[src/rtl/conv_window_sequencer_pkg.sv]
// Shared types, layer constants and width helpers for the conv window sequencer.
package conv_window_sequencer_pkg;

  typedef enum logic [2:0] {IDLE, CLEAR, ACCUM, DRAIN, WRITE, DONE} seq_state_t;

  // Default layer geometry for the two conv layers that reuse this block
  localparam int CONV1_IMG_W = 28;
  localparam int CONV1_IMG_H = 28;
  localparam int CONV1_K     = 5;
  localparam int CONV2_IMG_W = 12;
  localparam int CONV2_IMG_H = 12;
  localparam int CONV2_K     = 5;
  localparam int DEF_MAC_LAT = 2;

  // Bit width needed to index n items; never below 1 so degenerate sizes still elaborate
  function automatic int cw(input int n);
    return (n <= 1) ? 1 : $clog2(n);
  endfunction

endpackage

[src/rtl/conv_window_sequencer_if.sv]
// Control/address bus between the sequencer (master) and the layer controller,
// buffers and MAC (slave side).
interface conv_window_sequencer_if
  import conv_window_sequencer_pkg::*;
#(
  parameter int IMG_W = CONV1_IMG_W,
  parameter int IMG_H = CONV1_IMG_H,
  parameter int K     = CONV1_K
) ();

  localparam int OW   = IMG_W - K + 1;
  localparam int OH   = IMG_H - K + 1;
  localparam int IA_W = cw(IMG_W * IMG_H);
  localparam int KA_W = cw(K * K);
  localparam int OA_W = cw(OW * OH);

  logic            start;
  logic            busy;
  logic            done;
  logic            img_rd;
  logic [IA_W-1:0] img_addr;
  logic            kern_rd;
  logic [KA_W-1:0] kern_addr;
  logic            mac_clr;
  logic            mac_acc;
  logic            out_we;
  logic            out_ready;
  logic [OA_W-1:0] out_addr;

  modport master (
    input  start, out_ready,
    output busy, done, img_rd, img_addr, kern_rd, kern_addr,
           mac_clr, mac_acc, out_we, out_addr
  );

  modport slave (
    output start, out_ready,
    input  busy, done, img_rd, img_addr, kern_rd, kern_addr,
           mac_clr, mac_acc, out_we, out_addr
  );

endinterface

[src/rtl/conv_window_sequencer_counter.sv]
// Nested window counters: kx innermost, then ky, per output pixel ox then oy.
// A pixel step also rewinds the window so each pixel starts at tap 0.
module conv_window_counter
  import conv_window_sequencer_pkg::*;
#(
  parameter int IMG_W = CONV1_IMG_W,
  parameter int IMG_H = CONV1_IMG_H,
  parameter int K     = CONV1_K
) (
  input  logic                          clk,
  input  logic                          reset,
  input  logic                          clr_i,
  input  logic                          tap_step_i,
  input  logic                          pix_step_i,
  output logic [cw(K)-1:0]              kx_o,
  output logic [cw(K)-1:0]              ky_o,
  output logic [cw(IMG_W-K+1)-1:0]      ox_o,
  output logic [cw(IMG_H-K+1)-1:0]      oy_o,
  output logic                          last_tap_o,
  output logic                          last_pixel_o
);

  localparam int OW    = IMG_W - K + 1;
  localparam int OH    = IMG_H - K + 1;
  localparam int KC_W  = cw(K);
  localparam int OXC_W = cw(OW);
  localparam int OYC_W = cw(OH);

  logic [KC_W-1:0]  kx_q, kx_d, ky_q, ky_d;
  logic [OXC_W-1:0] ox_q, ox_d;
  logic [OYC_W-1:0] oy_q, oy_d;
  logic             kx_wrap, ky_wrap, ox_wrap, oy_wrap;

  assign kx_wrap = (kx_q == KC_W'(K - 1));
  assign ky_wrap = (ky_q == KC_W'(K - 1));
  assign ox_wrap = (ox_q == OXC_W'(OW - 1));
  assign oy_wrap = (oy_q == OYC_W'(OH - 1));

  assign last_tap_o   = kx_wrap & ky_wrap;
  assign last_pixel_o = ox_wrap & oy_wrap;

  // Next counter values: clr restarts the layer, tap step walks the window, pixel step walks the map
  always_comb begin
    kx_d = kx_q;
    ky_d = ky_q;
    ox_d = ox_q;
    oy_d = oy_q;
    if (clr_i) begin
      kx_d = '0;
      ky_d = '0;
      ox_d = '0;
      oy_d = '0;
    end else begin
      if (tap_step_i) begin
        if (kx_wrap) begin
          kx_d = '0;
          ky_d = ky_wrap ? '0 : ky_q + 1'b1;
        end else begin
          kx_d = kx_q + 1'b1;
        end
      end
      if (pix_step_i) begin
        kx_d = '0;
        ky_d = '0;
        if (ox_wrap) begin
          ox_d = '0;
          oy_d = oy_wrap ? '0 : oy_q + 1'b1;
        end else begin
          ox_d = ox_q + 1'b1;
        end
      end
    end
  end

  // Counter registers
  always_ff @(posedge clk) begin
    if (reset) begin
      kx_q <= '0;
      ky_q <= '0;
      ox_q <= '0;
      oy_q <= '0;
    end else begin
      kx_q <= kx_d;
      ky_q <= ky_d;
      ox_q <= ox_d;
      oy_q <= oy_d;
    end
  end

  assign kx_o = kx_q;
  assign ky_o = ky_q;
  assign ox_o = ox_q;
  assign oy_o = oy_q;

endmodule

[src/rtl/conv_window_sequencer.sv]
// Valid-mode convolution sequencer: per output pixel clear the MAC, stream the
// K*K image/kernel reads, let the MAC pipeline drain, then hold the result
// write until the result buffer accepts it. Addresses and strobes only.
module conv_window_sequencer
  import conv_window_sequencer_pkg::*;
#(
  parameter int IMG_W   = CONV1_IMG_W,
  parameter int IMG_H   = CONV1_IMG_H,
  parameter int K       = CONV1_K,
  parameter int MAC_LAT = DEF_MAC_LAT
) (
  input logic                    clk,
  input logic                    reset,
  conv_window_sequencer_if.master bus
);

  localparam int OW    = IMG_W - K + 1;
  localparam int OH    = IMG_H - K + 1;
  localparam int KC_W  = cw(K);
  localparam int OXC_W = cw(OW);
  localparam int OYC_W = cw(OH);
  localparam int IA_W  = cw(IMG_W * IMG_H);
  localparam int KA_W  = cw(K * K);
  localparam int OA_W  = cw(OW * OH);
  localparam int DRN_W = cw(MAC_LAT);

  seq_state_t       state_q, state_d;
  logic [DRN_W-1:0] drn_q, drn_d;
  logic [MAC_LAT-1:0] acc_pipe_q;

  logic             cnt_clr, tap_step, pix_step;
  logic             last_tap, last_pixel;
  logic [KC_W-1:0]  kx, ky;
  logic [OXC_W-1:0] ox;
  logic [OYC_W-1:0] oy;
  logic             img_rd;

  conv_window_counter #(.IMG_W(IMG_W), .IMG_H(IMG_H), .K(K)) u_cnt (
    .clk          (clk),
    .reset        (reset),
    .clr_i        (cnt_clr),
    .tap_step_i   (tap_step),
    .pix_step_i   (pix_step),
    .kx_o         (kx),
    .ky_o         (ky),
    .ox_o         (ox),
    .oy_o         (oy),
    .last_tap_o   (last_tap),
    .last_pixel_o (last_pixel)
  );

  // Next-state and counter strobes; start only matters in IDLE
  always_comb begin
    state_d  = state_q;
    drn_d    = '0;
    cnt_clr  = 1'b0;
    tap_step = 1'b0;
    pix_step = 1'b0;
    case (state_q)
      IDLE: begin
        if (bus.start) begin
          state_d = CLEAR;
          cnt_clr = 1'b1;
        end
      end
      CLEAR: state_d = ACCUM;
      ACCUM: begin
        tap_step = 1'b1;
        if (last_tap) state_d = DRAIN;
      end
      DRAIN: begin
        drn_d = drn_q + 1'b1;
        if (drn_q == DRN_W'(MAC_LAT - 1)) begin
          state_d = WRITE;
          drn_d   = '0;
        end
      end
      WRITE: begin
        if (bus.out_ready) begin
          pix_step = 1'b1;
          state_d  = last_pixel ? DONE : CLEAR;
        end
      end
      DONE:    state_d = IDLE;
      default: state_d = IDLE;
    endcase
  end

  // State and drain-count registers
  always_ff @(posedge clk) begin
    if (reset) begin
      state_q <= IDLE;
      drn_q   <= '0;
    end else begin
      state_q <= state_d;
      drn_q   <= drn_d;
    end
  end

  assign img_rd = (state_q == ACCUM);

  // Operand-valid delay line matching the buffer-to-MAC latency; reset flushes it
  always_ff @(posedge clk) begin
    if (reset) begin
      acc_pipe_q <= '0;
    end else begin
      acc_pipe_q[0] <= img_rd;
      for (int i = 1; i < MAC_LAT; i++) acc_pipe_q[i] <= acc_pipe_q[i-1];
    end
  end

  // Addresses are forced to zero outside the states where they carry meaning
  assign bus.img_addr  = img_rd ?
                         IA_W'((32'(oy) + 32'(ky)) * IMG_W + 32'(ox) + 32'(kx)) : '0;
  assign bus.kern_addr = img_rd ? KA_W'(32'(ky) * K + 32'(kx)) : '0;
  assign bus.out_addr  = (state_q == WRITE) ? OA_W'(32'(oy) * OW + 32'(ox)) : '0;

  assign bus.img_rd  = img_rd;
  assign bus.kern_rd = img_rd;
  assign bus.mac_clr = (state_q == CLEAR);
  assign bus.mac_acc = acc_pipe_q[MAC_LAT-1];
  assign bus.out_we  = (state_q == WRITE);
  assign bus.done    = (state_q == DONE);
  assign bus.busy    = (state_q == CLEAR) || (state_q == ACCUM) ||
                       (state_q == DRAIN) || (state_q == WRITE);

endmodule

[src/flat_wrapper.sv]
// flat-port wrapper written by rule: the top's interface ports become plain ports
module conv_window_sequencer_flat import conv_window_sequencer_pkg::*;
#(
  parameter int IMG_W   = CONV1_IMG_W,
  parameter int IMG_H   = CONV1_IMG_H,
  parameter int K       = CONV1_K,
  parameter int MAC_LAT = DEF_MAC_LAT
)
  (clk, reset, bus_start, bus_out_ready, bus_busy, bus_done, bus_img_rd, bus_img_addr, bus_kern_rd, bus_kern_addr, bus_mac_clr, bus_mac_acc, bus_out_we, bus_out_addr);
  conv_window_sequencer_if #(.IMG_W(IMG_W), .IMG_H(IMG_H), .K(K)) bus_i ();
  input logic clk;
  input logic reset;
  input wire logic [$bits(bus_i.start)-1:0] bus_start;
  input wire logic [$bits(bus_i.out_ready)-1:0] bus_out_ready;
  output wire logic [$bits(bus_i.busy)-1:0] bus_busy;
  output wire logic [$bits(bus_i.done)-1:0] bus_done;
  output wire logic [$bits(bus_i.img_rd)-1:0] bus_img_rd;
  output wire logic [$bits(bus_i.img_addr)-1:0] bus_img_addr;
  output wire logic [$bits(bus_i.kern_rd)-1:0] bus_kern_rd;
  output wire logic [$bits(bus_i.kern_addr)-1:0] bus_kern_addr;
  output wire logic [$bits(bus_i.mac_clr)-1:0] bus_mac_clr;
  output wire logic [$bits(bus_i.mac_acc)-1:0] bus_mac_acc;
  output wire logic [$bits(bus_i.out_we)-1:0] bus_out_we;
  output wire logic [$bits(bus_i.out_addr)-1:0] bus_out_addr;
  assign bus_i.start = bus_start;
  assign bus_i.out_ready = bus_out_ready;
  assign bus_busy = bus_i.busy;
  assign bus_done = bus_i.done;
  assign bus_img_rd = bus_i.img_rd;
  assign bus_img_addr = bus_i.img_addr;
  assign bus_kern_rd = bus_i.kern_rd;
  assign bus_kern_addr = bus_i.kern_addr;
  assign bus_mac_clr = bus_i.mac_clr;
  assign bus_mac_acc = bus_i.mac_acc;
  assign bus_out_we = bus_i.out_we;
  assign bus_out_addr = bus_i.out_addr;
  conv_window_sequencer #(.IMG_W(IMG_W), .IMG_H(IMG_H), .K(K), .MAC_LAT(MAC_LAT)) u_core (.clk(clk), .reset(reset), .bus(bus_i));
endmodule
[config.mk]
export PLATFORM = sky130hd
export DESIGN_NAME = conv_window_sequencer_flat
export DESIGN_NICKNAME = d
export VERILOG_FILES = /design/src/rtl/conv_window_sequencer_pkg.sv /design/src/rtl/conv_window_sequencer_if.sv /design/src/rtl/conv_window_sequencer_counter.sv /design/src/rtl/conv_window_sequencer.sv /design/src/flat_wrapper.sv
export SDC_FILE = /design/constraint.sdc
export NUM_CORES = 1
export LEC_CHECK = 0
export ABC_AREA = 1
export CAP_MARGIN = 20
export CORE_ASPECT_RATIO = 2
export CORE_MARGIN = 5
export CORE_UTILIZATION = 56
export DETAILED_ROUTE_END_ITERATION = 7
export PLACE_DENSITY = 0.83
export RECOVER_POWER = 100
export SLEW_MARGIN = 20
export SYNTH_ARGS = -nofsm -noshare
export SYNTH_HDL_FRONTEND = slang
export SYNTH_HIERARCHICAL = 1
export SYNTH_SLANG_ARGS = --single-unit
[constraint.sdc]
create_clock -name clk -period 5.3 [get_ports clk]
set_clock_uncertainty 0.1 [all_clocks]
set_input_delay 1.06 -clock clk [delete_from_list [all_inputs] [get_ports clk]]
set_output_delay 1.06 -clock clk [all_outputs]
set_load 0.1 [all_outputs]
==> reports/qor.yml, run 1 <==
status: "complete, no violations"
cts_hold_buffers: 0
tightest_slew_ns: 1.17
timing.final.ws_setup_ns: 0.242
final_cells: 481
ys_seq_area_share_pct: 17.1
swShare_pct: 50.0
p_switching_w: 0.000321
power.density_nw_per_um2: 206
min_path_type: "register to register"
critPathTopFamily: "adder cells"
post-route-period-util_pct: 95.4
startpoint_type: "register"
crit_path_max_incr_delay_ns: 0.46
core_area_um2: 4550
synth.distinct_cells: 28
rsz0062_at_grt: "false"
cts_buffer_depth: 2
avgViaCountPerCell: 5.35
fin_crit_ns: 5.06
combPwrFrac_pct: 50.6
grt_pass1_wl_um: 9680
io_pins: 36
wire_per_inst_um: 12.1
ys_top_cells_by_area: "ha_1 21%, dfxtp_1 17%, nand2_1 13%"
p_leak_nw: 1.64
initial_core_util_pct: 56.6
timing.setup.tns_ns: 0
utilization_pct: 68.4
cts_buffers: 3
postSynthAreaPerCell_um2: 6.65
p_int_w: 0.000321
dpl.hpwl_um: 4720
finalSetupViolations: 0
cts_tree: "built"
critical_path.cell_chain: "ha_2 -> fa_2 -> xor2_4 -> fa_1 -> ha_1 -> ha_1 -> ha_1 -> nand3_1 -> nand2_1 -> nand2_1 -> nand2_1 -> nand3_1 -> nand2_1 -> nand2_1 -> nor2_2 -> buf_4"
path_clk_slew_ns: 0.07
die_w_um: 58.0
cts-root-buf: "clkbuf_8"
syn-num-nets: 443
antenna_found_initial: 0
die_y_um: 106
final_common_cell: "nand2_1"
cp_max_fo: 6
p_clk_share_pct: 18.3
yosys_warnings: 6
drtIter0Drc: 53
slew_headroom_pct: 22.5
crit_buf_inv: 1
worst-setup-path-type: "register to output port"
ir_drop_mv: 0.422
endpoint_kind: "output port"
maxCapViolCount: 0
dp.cells: 477
p_seq_share_pct: 31.1
grt_max_degree: 14
final_nets: 482
first_pass_iters: 4
syn_area_um2: 2580
cts.sinks: 22
post-place-ws_ns: 0.201
synthCells: 388
io_buffers: 35
wl_um: 5820
drv_slew: 0
cpMaxStageDelayCell: "fa_1"
post_cts_buffers: 0
synth-seq-cells: 22
drc: 0
timing.fmax_ghz: 0.198
cp_common_cell: "nand2_1"
layout_common_cells: "89 x nand2_1, 66 x inv_1, 50 x nor2_1, 41 x ha_1, 28 x a21oi_1"
antenna_cells: 0
place.gp.congestion: 0.826
die_area_um2: 6140
gr-total-overflow: 0
critPathArrivalTime_ns: 3.90
yosys.area.top_type_share_pct: 20.9
ant_nets: 0
drive_gt1_share_pct: 8.69
track_usage_pct: 19.1
syn_to_final_growth_pct: 20.9
hold_viol: 0
clock_latency_ns: 0.26
worstPathRequired_ns: 4.14
via_count: 2575
grt_pass1_vias: 2455
synth_top_area_cell: "ha_1"
h-tree-depth: 1
std_cell_rows: 35
logic make-up (layout without fill, tap and decap cells):
| group | Yosys count | count (layout) | synth area share (%) |
|---|---|---|---|
| buffers and inverters | 70 | 108 | 10.4 |
| AND/OR/NAND/NOR | 185 | 185 | 31.1 |
| adder cells (fa/ha/maj) | 51 | 51 | 27.1 |
| flip-flops | 22 | 22 | 17.1 |
| XOR/XNOR | 10 | 10 | 3.98 |
| AO/OA/AOI/OAI | 50 | 50 | 10.3 |
power groups by stage:
stage	logic, W	registers, W	clock network, W
floorplan	0.000267	0.000206	0
global placement	0.000337	0.000204	0
detailed placement	0.000341	0.000205	0
CTS	0.000342	0.000201	0.000121
global route	0.000353	0.000202	0.000129
finish	0.000325	0.000200	0.000117
metal layers:
metal | wire, um | vias up | global-route usage, %
met5 | 0 | - | 0
li1 | - | 1310 | -
met3 | 220 | 19 | 1.58
met1 | 2140 | 1179 | 18.8
met2 | 3290 | 67 | 38.5
met4 | 165 | 0 | 7.13
sequential cells by signal, indices dropped and copies added, names as in the netlist:
signal and cells:
u_core/u_cnt/ox_o 5, u_core/u_cnt/ky_o 3, u_core/drn_q 1, u_core/acc_pipe_q 2, u_core/u_cnt/kx_o 3, u_core/u_cnt/oy_o 5
u_core/state_q 3
cell usage after synthesis:
| cell type | instances |
|---|---|
| nand2_2 | 2 |
| a21o_2 | 2 |
| a21oi_1 | 30 |
| buf_2 | 1 |
| nand3_1 | 21 |
| or2_2 | 2 |
| nor3_1 | 9 |
| or2_1 | 2 |
| dfxtp_1 | 22 |
| nand3_2 | 1 |
| xnor2_1 | 5 |
| o21ai_0 | 15 |
| nor2_2 | 3 |
| xor2_2 | 2 |
| nand2_1 | 87 |
| ha_1 | 43 |
| o21ai_2 | 1 |
| a21o_1 | 1 |
| fa_1 | 8 |
| nor2_4 | 3 |
| xor2_1 | 3 |
| inv_2 | 3 |
| o21bai_1 | 1 |
| inv_1 | 65 |
| buf_4 | 1 |
| nor2_1 | 49 |
| nand4_1 | 2 |
| nand3b_1 | 4 |
final timing paths:
check / slack, ns / endpoint / cells past startpoint / start
setup / recovery: 0.24 / bus_img_addr[9] / 16 / u_core/u_cnt/ky_o[0]
hold / removal: 0.31 / u_core/acc_pipe_q[1] / 2 / u_core/acc_pipe_q[0]
setup reg to reg: 2.89 / u_core/u_cnt/oy_o[3] / 10 / u_core/state_q[0]
hold reg to reg: 0.31 / u_core/acc_pipe_q[1] / 2 / u_core/acc_pipe_q[0]
metrics by stage:
stage / instance area [um2] / hold WS, ns / power (W)
floorplan: 2600 / 0.288 / 0.000473
global placement: 3070 / 0.297 / 0.000540
detailed placement: 3070 / 0.299 / 0.000546
CTS: 3130 / 0.312 / 0.000664
global route: 3120 / 0.341 / 0.000683
finish: 3120 / 0.308 / 0.000642
worst min-delay path, stage by stage (launching register included):
cell and delay [ns]:
dfxtp_1 0.30, inv_1 0.04, nor2_1 0.03
timing repair:
item | in CTS | in global routing
hold endpoints to repair | 0 | 0
pin swaps | 0 | 3
resized for setup | 1 | 12
setup endpoints to repair | 3 | 4
final cells by class:
cell class                 count  area (um2)
clock buffer                   4        55.1
multi-input combinational    296        1910
inverter                      68         255
tap                           55        68.8
fill                         433        1440
timing repair buffer          36         380
sequential                    22         450
(Power assumes the default switching activity.)
==> inputs of run 2 (changes only) <==
--- a/config.mk
+++ b/config.mk
@@ -11,7 +11,7 @@
 export CORE_MARGIN = 5
 export CORE_UTILIZATION = 56
 export DETAILED_ROUTE_END_ITERATION = 7
-export PLACE_DENSITY = 0.83
+export PLACE_DENSITY_LB_ADDON = 0.2
 export RECOVER_POWER = 100
 export SLEW_MARGIN = 20
 export SYNTH_ARGS = -nofsm -noshare
==> run 2 against run 1 <==
Global-route usage rose by 0.29 points. Hold slack gained 0.0084 ns. Sequential power barely moved. Combinational power increased by 2%. First-iteration DRC count increased by 89%. Sequential share of layout area hardly changed. Non-clock buffer count up 5.
==> reports/qor.yml, run 2 (synthesis gave the netlist of run 1 again) <==
cts.sinks: 22  # unchanged
min_path_type: "register to register"  # unchanged
syn_to_final_growth_pct: 20.9  # about the same
grt_pass1_wl_um: 9820  # was 9680 um
cts_hold_buffers: 0  # unchanged
timing.setup.tns_ns: 0  # unchanged
drtIter0Drc: 100  # was 53
avgViaCountPerCell: 5.17  # was 5.35
critPathArrivalTime_ns: 3.92  # was 3.90 ns
core_area_um2: 4550  # unchanged
timing.fmax_ghz: 0.197  # was 0.198 GHz
gr-total-overflow: 0  # unchanged
tightest_slew_ns: 1.17  # about the same
final_nets: 487  # was 482
final_common_cell: "nand2_1"  # unchanged
grt_max_degree: 14  # unchanged
worstPathRequired_ns: 4.14  # about the same
worst-setup-path-type: "register to output port"  # unchanged
wire_per_inst_um: 11.9  # was 12.1 um
crit_path_max_incr_delay_ns: 0.57  # was 0.46 ns
slew_headroom_pct: 22.3  # was 22.5%
place.gp.congestion: 0.864  # was 0.826
grt_pass1_vias: 2388  # was 2,455
die_w_um: 58.0  # unchanged
h-tree-depth: 1  # unchanged
layout_common_cells: "87 x nand2_1, 66 x inv_1, 50 x nor2_1, 40 x ha_1, 27 x a21oi_1"  # was 89 x nand2_1, 66 x inv_1, 50 x nor2_1, 41 x ha_1, 28 x a21oi_1
cpMaxStageDelayCell: "fa_1"  # unchanged
drv_slew: 0  # unchanged
utilization_pct: 68.5  # was 68.4%
critical_path.cell_chain: "ha_2 -> fa_2 -> xor2_4 -> fa_1 -> ha_2 -> inv_1 -> fa_1 -> inv_1 -> ha_4 -> nand2_2 -> inv_1 -> nand2_1 -> nand2_1 -> nor2_1 -> nor2_1 -> nand3_1 -> nand2_1 -> nor2_4 -> buf_12"  # was ha_2 -> fa_2 -> xor2_4 -> fa_1 -> ha_1 -> ha_1 -> ha_1 -> nand3_1 -> nand2_1 -> nand2_1 -> nand2_1 -> nand3_1 -> nand2_1 -> nand2_1 -> nor2_2 -> buf_4
clock_latency_ns: 0.25  # was 0.26 ns
antenna_found_initial: 0  # unchanged
io_pins: 36  # unchanged
endpoint_kind: "output port"  # unchanged
cp_max_fo: 5  # was 6
cts_tree: "built"  # unchanged
io_buffers: 35  # unchanged
std_cell_rows: 35  # unchanged
hold_ws_ns: 0.316  # was 0.308 ns
dpl-instance-area_um2: 3080  # was 3070 um2
cts-root-buf: "clkbuf_8"  # unchanged
die_y_um: 106  # unchanged
startpoint_type: "register"  # unchanged
first_pass_iters: 4  # unchanged
wl_um: 5760  # was 5820 um
path_clk_slew_ns: 0.07  # about the same
antenna_cells: 0  # unchanged
maxCapViolCount: 0  # unchanged
ir_drop_mv: 0.361  # was 0.422 mV
power.density_nw_per_um2: 202  # was 206 nW/um2
track_usage_pct: 19.4  # was 19.1%
drc: 0  # unchanged
via_count: 2507  # was 2,575
finalSetupViolations: 0  # unchanged
drive_gt1_share_pct: 10.2  # was 8.69%
status: "complete, no violations"  # unchanged
initial_core_util_pct: 56.6  # unchanged
ant_nets: 0  # unchanged
die_area_um2: 6140  # unchanged
dpl.hpwl_um: 4730  # was 4720 um
stdcell_area_um2: 3120  # about the same
fin_crit_ns: 5.08  # was 5.06 ns
cts_buffers: 3  # unchanged
hold_viol: 0  # unchanged
p_leak_nw: 1.65  # was 1.64 nW
cts_buffer_depth: 2  # unchanged
post-route-period-util_pct: 95.8  # was 95.4%
==> run 2: worst paths after layout <==
check	endpoint	slack [ns]	start	depth (start not counted)
worst max-delay path	bus_img_addr[8]	0.22	u_core/u_cnt/ky_o[0]	19
worst min-delay path	u_core/acc_pipe_q[1]	0.32	u_core/acc_pipe_q[0]	2
worst max register to register	u_core/u_cnt/oy_o[3]	2.89	u_core/state_q[0]	10
worst min register to register	u_core/acc_pipe_q[1]	0.32	u_core/acc_pipe_q[0]	2
==> run 2: power breakdown <==
group / total (W) / switching (W) / leakage, nW / internal [W]
combinational: 0.000333 / 0.000254 / 1.45 / 0.0000786
clock: 0.0000987 / 0.0000482 / 0.0216 / 0.0000505
sequential: 0.000199 / 0.0000176 / 0.180 / 0.000181
==> run 2: repair_timing <==
item | in CTS | in global routing
setup endpoints to repair | 2 | 4
pin swaps | 0 | 7
endpoints found under the hold margin | 0 | 0
gates resized for setup | 1 | 12
setup buffers | 0 | 3
==> run 2: per-stage QoR <==
stage | setup slack (ns) | instances | total power [W]
3_5_place_dp | 0.212 | 479 | 0.000552
2_1_floorplan | -0.0447 | 388 | 0.000473
4_1_cts | 0.0495 | 482 | 0.000653
6_report | 0.222 | 485 | 0.000630
5_1_grt | -0.0186 | 485 | 0.000671
3_3_place_gp | 0.311 | 479 | 0.000547
==> run 2: worst max-delay path: cells and delay by family (launching register included) <==
| family | cells | cell delay (ns) |
|---|---|---|
| xor gates and xnor gates | 1 | 0.20 |
| buffers and inverters | 4 | 0.33 |
| and+or+nand+nor | 8 | 0.72 |
| DFF | 1 | 0.36 |
| adders and majority gates | 6 | 2.05 |
==> run 2: area by class of cell <==
cell class,instances,area [um2]
multi-input combinational,296,1920
inverter,68,255
timing repair buffer,41,385
sequential,22,449
fill,402,1440
tap,55,68.8
clock buffer,3,41.3
==> run 2: metal layers <==
layer	up-vias	share of wire (%)	GRT usage (%)
met5	-	0	0
met3	19	2.4	1.58
met4	0	2.6	6.30
met2	46	59	38.3
met1	1128	36	20.3
li1	1314	-	-
==> inputs of run 3 (changes only) <==
==> constraint.sdc (replaced) <==
create_clock -name clk -period 4.7 [get_ports clk]
set_clock_uncertainty 0.1 [all_clocks]
set_input_delay 0.94 -clock clk [delete_from_list [all_inputs] [get_ports clk]]
set_output_delay 0.94 -clock clk [all_outputs]
set_load 0.1 [all_outputs]
==> run 3 against run 2 <==
The flow now finishes with violations (setup timing). Via count is 1.9% higher. Power up 15%. Clock power grew 34%. Worst setup slack worse by 0.43 ns. Sequential cell count unchanged. Critical path depth is 2 lower. First-iteration DRC count is 33% lower. Global-route usage increased by 1.2 points. Hold slack lost 0.0032 ns.
==> reports/qor.yml, run 3 (synthesis gave the netlist of run 1 again) <==
clock_latency_ns: 0.26  # was 0.25 ns
p_int_w: 0.000359  # was 0.000310 W
initial_core_util_pct: 56.6  # unchanged
cp_max_fo: 5  # unchanged
dp.cells: 480  # was 479
drive_gt1_share_pct: 15.1  # was 10.2%
wire_per_inst_um: 12.6  # was 11.9 um
wl_um: 6170  # was 5760 um
syn_to_final_growth_pct: 25.6  # was 20.9%
die_y_um: 106  # unchanged
critical_path.cell_chain: "ha_4 -> fa_2 -> xor2_4 -> fa_1 -> ha_2 -> inv_2 -> fa_1 -> inv_2 -> ha_4 -> a21oi_2 -> nand2_2 -> nor2_4 -> nor2_2 -> nand3_1 -> nand2_1 -> nor2_4 -> buf_12"  # was ha_2 -> fa_2 -> xor2_4 -> fa_1 -> ha_2 -> inv_1 -> fa_1 -> inv_1 -> ha_4 -> nand2_2 -> inv_1 -> nand2_1 -> nand2_1 -> nor2_1 -> nor2_1 -> nand3_1 -> nand2_1 -> nor2_4 -> buf_12
worstPathRequired_ns: 3.66  # was 4.14 ns
drc: 0  # unchanged
swShare_pct: 50.5  # was 50.8%
rsz0062_at_grt: "true"
dpl-instance-area_um2: 3160  # was 3080 um2
crit_path_max_incr_delay_ns: 0.56  # was 0.57 ns
top_layer: "met4"  # unchanged
io_buffers: 35  # unchanged
route.met2.wl_um: 3760  # was 3370 um
critPathTopFamily: "adder cells"  # unchanged
grt_pass1_vias: 2554  # was 2,388
timing.final.ws_setup_ns: -0.205  # was 0.222 ns
h-tree-depth: 1  # unchanged
failed_checks: "setup timing"
cts.sinks: 22  # unchanged
wl_met3_um: 90  # was 139 um
final_cells: 491  # was 485
antenna_cells: 0  # unchanged
power.density_nw_per_um2: 224  # was 202 nW/um2
nFillCells: 398  # was 402
ir_drop_mv: 0.510  # was 0.361 mV
std_cell_rows: 35  # unchanged
layout_common_cells: "82 x nand2_1, 63 x inv_1, 48 x nor2_1, 39 x ha_1, 26 x a21oi_1"  # was 87 x nand2_1, 66 x inv_1, 50 x nor2_1, 40 x ha_1, 27 x a21oi_1
grt_max_degree: 14  # unchanged
fin_crit_ns: 4.91
p_switching_w: 0.000367  # was 0.000320 W
p_clk_share_pct: 18.2  # was 15.7%
cts-root-buf: "clkbuf_8"  # unchanged
core_area_um2: 4550  # unchanged
via_count: 2554  # was 2,507
wirelength_met1_um: 2220  # was 2100 um
io_pins: 36  # unchanged
post-place-ws_ns: 0.0112  # was 0.212 ns
cts_buffers: 3  # unchanged
endpoint_kind: "output port"  # unchanged
first_pass_iters: 4  # unchanged
avgViaCountPerCell: 5.20  # was 5.17
p_leak_nw: 1.69  # was 1.65 nW
timing.setup.tns_ns: -0.515  # was 0 ns
path_clk_slew_ns: 0.07  # about the same
final_nets: 492  # was 487
die_w_um: 58.0  # unchanged
status: "finished, violations left"  # was complete, no violations
p_seq_share_pct: 31.0  # was 31.5%
drtIter0Drc: 67  # was 100
tightest_slew_ns: 1.17  # about the same
dpl.hpwl_um: 4950  # was 4730 um
cpMaxStageDelayCell: "fa_1"  # unchanged
place.gp.congestion: 0.846  # was 0.864
cts_buffer_depth: 2  # unchanged
totalPowerFinal_w: 0.000726  # was 0.000630 W
combPwrFrac_pct: 50.8  # was 52.8%
antenna_found_initial: 0  # unchanged
die_area_um2: 6140  # unchanged
maxCapViolCount: 0  # unchanged
startpoint_type: "register"  # unchanged
critPathArrivalTime_ns: 3.87  # was 3.92 ns
post-route-period-util_pct: 104
finalSetupViolations: 4  # was 0
cts_tree: "built"  # unchanged
hold_viol: 0  # unchanged
timing.fmax_ghz: 0.204
stdcell_area_um2: 3240  # was 3120 um2
r2r_setup_slack_ns: 2.30  # was 2.89 ns
slew_headroom_pct: 22.2  # was 22.3%
worst-setup-path-type: "register to output port"  # unchanged
track_usage_pct: 20.6  # was 19.4%
gr-total-overflow: 0  # unchanged
min_path_type: "register to register"  # unchanged
ant_nets: 0  # unchanged
drv_slew: 0  # unchanged
grt_pass1_wl_um: 10400  # was 9820 um
crit_buf_inv: 3  # was 4
final_common_cell: "nand2_1"  # unchanged
==> run 3: power by group through the flow <==
stage	Combinational, W	Clock [W]	Sequential, W
after floorplan	0.000304	0	0.000232
after global placement	0.000377	0	0.000228
after detailed placement	0.000381	0	0.000230
after CTS	0.000385	0.000136	0.000225
after global routing	0.000396	0.000146	0.000227
final	0.000369	0.000132	0.000225
==> run 3: path summary, 6_finish.rpt <==
path,start,end,cells after the start
worst max-delay path,u_core/u_cnt/oy_o[0],bus_img_addr[8],17
worst min register to register,u_core/acc_pipe_q[0],u_core/acc_pipe_q[1],2
worst min-delay path,u_core/acc_pipe_q[0],u_core/acc_pipe_q[1],2
worst max register to register,u_core/state_q[0],u_core/u_cnt/oy_o[3],10
==> run 3: repair_timing <==
action | CTS | global route
resized for setup | 15 | 1
endpoints found under the setup margin | 4 | 5
pin swaps | 10 | 5
buffers inserted | 6 | 1
hold buffers | 0 | 0
==> run 3: worst reg2reg max path: stages (launching register included) <==
cell	delay, ns
dfxtp_1	0.37
nor2_2	0.19
inv_2	0.07
nor2_4	0.19
inv_1	0.19
nor2_1	0.43
nand3_2	0.15
nor2_1	0.37
nand3_1	0.12
nand2_1	0.08
nor2_1	0.04
==> run 3: layer usage <==
| metal | global-route usage, % | vias up |
|---|---|---|
| met1 | 19.9 | 1176 |
| li1 | - | 1330 |
| met2 | 44.1 | 36 |
| met5 | 0 | - |
| met4 | 4.48 | 0 |
| met3 | 0.851 | 12 |
==> run 3: area by class of cell <==
type / count / area (um2) / area share, %
multi-input cells: 296 / 2000 / 61.9
flip-flops and latches: 22 / 448 / 13.8
repair buffers: 46 / 408 / 12.6
inverters: 68 / 255 / 7.88
well taps: 55 / 68.8 / 2.12
clock buffers: 4 / 55.1 / 1.70
==> run 3: stage by stage <==
step                utilization [%]  hold WS (ns)
floorplan                         -         0.288
global placement               69.4         0.296
detailed placement             69.4         0.301
CTS                            72.4         0.314
global route                   71.1         0.344
finish                         71.1         0.313
